**src/rtl/load_store_unit.sv**
```systemverilog
// load_store_unit: MEM-stage initiator for a word-organised, little-endian data
// memory. Handles byte/half/word loads and stores over valid/ready handshakes;
// sub-word stores are performed as read-modify-write.
module load_store_unit #(
  parameter int MEM_BYTES = 128
) (
  input  logic        clk_i,
  input  logic        rst_i,
  input  logic        req_valid_i,
  output logic        req_ready_o,
  input  logic        req_we_i,
  input  logic [1:0]  req_size_i,
  input  logic        req_unsigned_i,
  input  logic [31:0] req_addr_i,
  input  logic [31:0] req_wdata_i,
  output logic        resp_valid_o,
  input  logic        resp_ready_i,
  output logic [31:0] resp_rdata_o,
  output logic        resp_err_o,
  output logic [31:0] mem_addr_o,
  output logic [31:0] mem_data_o,
  output logic        mem_read_o,
  output logic        mem_write_o,
  input  logic [31:0] mem_data_i
);

  typedef enum logic [1:0] {IDLE, READ, WRITE, RESP} state_t;

  state_t      state_q, state_d;
  logic        we_q;
  logic [1:0]  size_q;
  logic        uns_q;
  logic [31:0] addr_q;
  logic [31:0] wdata_q;
  logic [31:0] rdata_q;
  logic        err_q;

  logic [2:0]  req_bytes;
  logic [32:0] req_end;
  logic        req_err;

  // Select the addressed lane of a memory word and sign/zero-extend it.
  function automatic logic [31:0] extend_load(input logic [31:0] word,
                                              input logic [1:0]  lane,
                                              input logic [1:0]  size,
                                              input logic        uns);
    logic [7:0]  b;
    logic [15:0] h;
    logic [31:0] r;
    b = word[{lane, 3'b000} +: 8];
    h = word[{lane[1], 4'b0000} +: 16];
    case (size)
      2'b00:   r = uns ? {24'h0, b} : {{24{b[7]}}, b};
      2'b01:   r = uns ? {16'h0, h} : {{16{h[15]}}, h};
      default: r = word;
    endcase
    return r;
  endfunction

  // Replace the addressed lane(s) of a memory word with right-justified store data.
  function automatic logic [31:0] merge_store(input logic [31:0] word,
                                              input logic [31:0] wdata,
                                              input logic [1:0]  lane,
                                              input logic [1:0]  size);
    logic [31:0] r;
    r = word;
    if (size == 2'b00) r[{lane, 3'b000} +: 8] = wdata[7:0];
    else               r[{lane[1], 4'b0000} +: 16] = wdata[15:0];
    return r;
  endfunction

  // Classify the incoming request: reserved size, misalignment or out of range.
  // The end address is formed one bit wider so huge addresses cannot wrap.
  always_comb begin
    case (req_size_i)
      2'b00:   req_bytes = 3'd1;
      2'b01:   req_bytes = 3'd2;
      default: req_bytes = 3'd4;
    endcase
    req_end = {1'b0, req_addr_i} + {30'h0, req_bytes};
    req_err = (req_size_i == 2'b11)
           || ((req_size_i == 2'b01) && req_addr_i[0])
           || ((req_size_i == 2'b10) && (req_addr_i[1:0] != 2'b00))
           || (req_end > 33'(MEM_BYTES));
  end

  // State register; reset drops straight back to IDLE, aborting any write.
  always_ff @(posedge clk_i or negedge rst_i) begin
    if (!rst_i) state_q <= IDLE;
    else        state_q <= state_d;
  end

  // Request fields, load result and store word. Outputs are gated by state,
  // so these need no reset.
  always_ff @(posedge clk_i) begin
    if (state_q == IDLE && req_valid_i) begin
      we_q    <= req_we_i;
      size_q  <= req_size_i;
      uns_q   <= req_unsigned_i;
      addr_q  <= req_addr_i;
      wdata_q <= req_wdata_i;
      err_q   <= req_err;
      rdata_q <= 32'h0;
    end else if (state_q == READ) begin
      if (!we_q) rdata_q <= extend_load(mem_data_i, addr_q[1:0], size_q, uns_q);
      else       wdata_q <= merge_store(mem_data_i, wdata_q, addr_q[1:0], size_q);
    end
  end

  // Next-state and output decode; outputs are zero outside their owning state.
  always_comb begin
    state_d      = state_q;
    req_ready_o  = 1'b0;
    resp_valid_o = 1'b0;
    resp_rdata_o = 32'h0;
    resp_err_o   = 1'b0;
    mem_addr_o   = 32'h0;
    mem_data_o   = 32'h0;
    mem_read_o   = 1'b0;
    mem_write_o  = 1'b0;
    case (state_q)
      IDLE: begin
        req_ready_o = 1'b1;
        if (req_valid_i) begin
          if (req_err)                              state_d = RESP;
          else if (!req_we_i || req_size_i != 2'b10) state_d = READ;
          else                                       state_d = WRITE;
        end
      end
      READ: begin
        mem_read_o = 1'b1;
        mem_addr_o = {addr_q[31:2], 2'b00};
        state_d    = we_q ? WRITE : RESP;
      end
      WRITE: begin
        mem_write_o = 1'b1;
        mem_addr_o  = {addr_q[31:2], 2'b00};
        mem_data_o  = wdata_q;
        state_d     = RESP;
      end
      RESP: begin
        resp_valid_o = 1'b1;
        resp_rdata_o = rdata_q;
        resp_err_o   = err_q;
        if (resp_ready_i) state_d = IDLE;
      end
      default: state_d = IDLE;
    endcase
  end

endmodule

```
**config.mk**
```make
export PLATFORM = sky130hd
export DESIGN_NAME = load_store_unit
export DESIGN_NICKNAME = d
export VERILOG_FILES = /design/src/rtl/load_store_unit.sv
export SDC_FILE = /design/constraint.sdc
export NUM_CORES = 1
export LEC_CHECK = 0
export BUFFER_PORTS_ARGS = -buffer_cell sky130_fd_sc_hd__buf_2
export CORE_MARGIN = 3
export CORE_UTILIZATION = 51
export DETAILED_ROUTE_END_ITERATION = 6
export GPL_ROUTABILITY_DRIVEN = 1
export PLACE_DENSITY = 0.85
export SLEW_MARGIN = 20
export SYNTH_ARGS = -nofsm -noshare
export SYNTH_HDL_FRONTEND = slang
export SYNTH_SLANG_ARGS = --single-unit
```
**constraint.sdc**
```tcl
create_clock -name clk_i -period 3.3 [get_ports clk_i]
set_input_delay 0.33 -clock clk_i [delete_from_list [all_inputs] [get_ports clk_i]]
set_output_delay 0.33 -clock clk_i [all_outputs]
set_load 0.02 [all_outputs]
```
* After elaboration in Yosys (flattened, before gate mapping)
Index checks and enable logic that the tools add are counted.
Widths: inputs -> output; s select.
** Storage, ports and cells
- Bits in registers :: 103
- Input bits :: 104
- Output and inout bits :: 101
- Word-level logic and storage cells :: 71
** Cells by class
- Add/subtract/negate cells :: 3
- Order comparisons :: 1
- Equality and inequality tests :: 10
- Shifts and indexed selects :: 6
- Multiplexer cells :: 24
- Bitwise gates (word level) :: 1
- Reductions and logical operators :: 18
** Operators by type and width (count)
- $mux 32 :: 9
- $bwmux 32 :: 2
- $pmux 32 s2 :: 1
- $add 32x3->33 :: 1
- $gt 33x8->1 const B :: 1
- $shift 16x7->32 const A :: 1
- $shift 8x7->32 const A :: 1
- $shiftx 16x7->32 :: 1
- $shiftx 32x6->16 :: 1
- $shiftx 32x6->8 :: 1
- $shiftx 8x7->32 :: 1
- $neg 5->7 :: 2
- $eq 2x2->1 const B :: 4
- $mux 2 :: 4
- $pmux 2 s4 :: 1
- $eq 2x1->1 const B :: 3
- $logic_not 2->1 :: 3
- $mux 1 :: 6
- $ne 2x2->1 const B :: 3
- $pmux 3 s2 :: 1
- $reduce_and 2->1 :: 3
- $reduce_bool 2->1 :: 3
- $logic_or 1x1->1 :: 4
- $logic_and 1x1->1 :: 3
- 3 further kinds :: 3

* Longest topological paths before layout
- Depth after elaboration :: 8
- Depth in mapped cells :: 11
- Gate-level depth less buffers :: 11

* Least setup slack after synthesis
OpenSTA, ideal clock, no wires.
- Path type :: input to register
- Start point :: in req_size_i[0]
- End point :: reg state_q[0]
- Setup time :: 0.119 ns
- Arrival :: 2.963 ns
- Required time :: 3.181 ns
- Path slack :: 0.219 ns
- Stages :: 10
- Buffers on the path :: 0
- Cell sequence :: nor2b_1 > ha_1 > a21o_1 > or4_1 > a311o_1 > or2_1 > a41oi_2 > nand4_1 > or4_4 > o21a_1
** On the way
- Longest elaborated chain between the ends :: 8
- Elaborated cells between the ends (all ways) :: 18
- Those cells by class :: 1 x add/sub; 1 x order compare; 4 x eq/ne; 5 x mux; 7 x reduce/logical
** RTL lines
- start: declaration :: line 12 : input logic [1:0] req_size_i,
- $eq 2x1->1 or $logic_not 2->1 (tied branches) :: line 75, 82
- $pmux 3 s2 or $logic_and 1x1->1 (tied branches) :: line 75, 82
- $add 32x3->33 or $logic_or 1x1->1 (tied branches) :: line 80, 82
- $gt 33x8->1 or $logic_or 1x1->1 (tied branches) :: line 84, 83
- $logic_or 1x1->1 (*) :: line 84 : || (req_end > 33'(MEM_BYTES));
- named net req_err :: line 40 : logic req_err;
- $mux 2 (*) :: line 125 : if (req_err) state_d = RESP;
- $mux 2 (*) :: line 124 : if (req_valid_i) begin
- $pmux 2 s4 (*) :: line 121 : case (state_q)
- end signal: assignment :: line 90 : else state_q <= state_d;
- end: declaration :: line 29 : state_t state_q, state_d;
Mark *: on every way through the listed nets, which the timed path passes. The rest lies on a longest branch. The select of a mux whose other input is x is not followed.
A chain may end at the register's enable or synchronous reset.

* Worst setup path after layout
Same ends and word-level chain as after synthesis.

==> flow_summary.ini <==
[worst_setup_path]
crit_path_end_kind = flop
r2r_end = wdata_q[16]
critical-path-max-stage-delay_ns = 0.54
cp.required_ns = 3.54
reg2reg_slack_ns = 0.79
path_cells = buf_2, nor2b_1, ha_1, a21o_1, or4_1, a311o_1, or2_1, a41oi_2, nand4_1, or4_4, o21a_1
path_max_fanout = 4
worstSetupPathType = input pin to flop
path_depth = 11
cp_top_family = simple AND/OR/NAND/NOR gates
critPathLaunchType = input pin
critPathBufInv = 1
crit_arrival_ns = 3.23
crit_end = state_q[0]
critPathLaunch = req_size_i[0]
r2r_start = size_q[0]
reg2reg_depth = 5
worst_path_max_delay_cell = or4_4

[finish]
synthToLayoutAreaGrowth_pct = 24.0
fillCellCount = 958
fin_nets = 963
instances_no_fill = 995
drive_gt1_frac = 0.304

[drt]
antenna_left = 0
wirelength_um = 17900
drt_pass1_iterations = 6
drt-initial-drc-count = 709
num_vias = 5848
drt-wirelength-per-cell_um = 18.0
drc_errors = 0
vias_per_cell = 5.88

[floorplan]
die_y_um = 115
num_rows = 39
coreArea_um2 = 11500
boundaryPins = 205
die_x_um = 115
start_util = 0.526
dieArea_um2 = 13200

[global_route]
overflow = 0
grt_pass1_vias = 5484
grt_pass1_wl_um = 28100
grt_use_total = 0.270
antenna_found_initial = 2
grt_max_degree = 49

[placed_design]
routabilityCongestion = 0.961
dpl.cell_count = 977
portBuffers = 202
dpl.hpwl_um = 13700

[logic_synthesis]
synthArstFlopShare = 0.0194
ys_ff_latch = 103
yosysUniqueCellTypes = 61
seq_area_frac_synth = 0.456
yosysTopAreaCell = edfxtp_1
avgSynthCellArea_um2 = 9.27
synth_edf_count = 69
yosysWarnings = 0
synth_top_cells_by_area = edfxtp_1 34%, dfxtp_1 11%, and2_1 9.9%
yosysTopAreaCellShare = 0.342
synthFlopType = edfxtp_1
netlist_area_um2 = 6060
postSynthCellCount = 654

[timing]
timing.setup.tns_ns = 0
setup_viol = 0
tightest_slew_ns = 0.809
fin_crit_ns = 2.99
max_slew_margin = 0.456
fmax_mhz = 334
finalMaxSlewViolations = 0
fin_skew_ns = 0.00906
hold_viol_final = 0
rsz0062_at_grt = false
period_share = 0.906

[clock_tree]
post_cts_buffers = 0
cts.sinks = 103
htreeDepth = 3
cts_tree = built
cts_max_path_buffers = 2
clk_pin_slew_ns = 0.07
hold_buffers = 1
cts-resized-gates = 0
clock-root-buffer = clkbuf_16
clkLatencyLatePin_ns = 0.35
cts_buffers = 9

[run]
cap_violations = 0

[hold_path]
hp-class = input pin to flop
hold_start = req_unsigned_i

[pwr]
powerDensity_nw_per_um2 = 779
power_leakage_nw = 3.28
ir_worst_vdd_mv = 0.451

[status]
status = finished, final reports clean
## per-stage QoR
stage / total power, mW / util / hold WS (ns) / cell area, um2 / setup WS [ns]
2_1_floorplan: 3.90 / - / 0.0344 / 6060 / 0.219
3_3_place_gp: 4.80 / 0.627 / 0.118 / 7220 / 0.000281
3_5_place_dp: 4.86 / 0.627 / 0.120 / 7220 / -0.0597
4_1_cts: 5.88 / 0.652 / 0.150 / 7510 / 0.310
5_1_grt: 6.26 / 0.653 / 0.148 / 7510 / 0.145
6_report: 5.85 / 0.653 / 0.159 / 7510 / 0.309
## cell usage after synthesis, types with 7 or more instances
| cell | n |
|---|---|
| mux2_2 | 15 |
| nand2_1 | 59 |
| nand4_1 | 10 |
| ha_1 | 12 |
| and2_1 | 96 |
| edfxtp_1 | 69 |
| a222oi_1 | 8 |
| inv_1 | 14 |
| nor2_1 | 62 |
| a21oi_1 | 67 |
| o21ai_0 | 36 |
| a22o_1 | 8 |
| dfxtp_1 | 32 |
| nand3_1 | 17 |
| a221oi_1 | 16 |
| clkbuf_1 | 32 |
| a22oi_1 | 7 |
## layer usage
layer,vias to the layer above,GRT usage,wire length (um)
li1,2773,-,-
met1,2678,0.352,7040
met2,350,0.433,8360
met3,45,0.0695,1940
met4,2,0.104,582
met5,-,0,13
## cells in the final DEF, fill, tap and decap left out, types with 5 or more instances in the layout
master / count
mux2_2: 15
inv_1: 14
nor3_1: 6
nand3_1: 17
mux2i_1: 5
and2_1: 96
a22oi_1: 7
a21oi_1: 67
xnor2_1: 6
clkbuf_16: 9
a22o_1: 8
a222oi_1: 8
nand2_1: 59
o21ai_0: 36
nor2b_1: 5
nand4_1: 10
dfxtp_1: 32
buf_4: 13
ha_1: 12
edfxtp_1: 69
a211oi_1: 6
a221oi_1: 16
buf_2: 202
nor2_1: 62
## logic make-up after synthesis
group,Yosys count,share of synthesized area
other cells,1,0.000619
compound gates,173,0.183
simple gates,283,0.247
xor+xnor,8,0.0116
flops,103,0.456
fa+ha+maj,13,0.0281
buf+inv,52,0.0341
mux,21,0.0399
## worst min path at each step
| stage | to | slack (ns) | depth (start not counted) |
|---|---|---|---|
| finish | uns_q | 0.16 | 1 |
| global route | uns_q | 0.15 | 1 |
| CTS | uns_q | 0.15 | 1 |
| detailed placement | state_q[0] | 0.12 | 1 |
| global placement | state_q[0] | 0.12 | 1 |
| floorplan | state_q[0] | 0.03 | 0 |
## where the power goes
part | leakage, nW | internal [mW] | switching, mW
sequential | 0.927 | 1.84 | 0.198
clock | 0.134 | 0.520 | 0.500
combinational | 2.22 | 1.00 | 1.79
## layout make-up
cell class	instances	area (um2)	share of cell area
multi-input cells	500	3100	0.412
flip-flops and latches	103	2760	0.368
repair buffers	217	1140	0.152
clock buffers	9	225	0.0300
well taps	143	179	0.0238
inverters	15	56.3	0.00749
clock inverters	7	53.8	0.00716
diodes	1	2.50	0.000333
## sequential cells by signal (all words and copies together) (netlist names)
register,cells
rdata_q,32
wdata_q,32
uns_q,1
we_q,1
err_q,1
addr_q,32
size_q,2
state_q,2
Note: power is estimated with default switching activity, not from simulation.
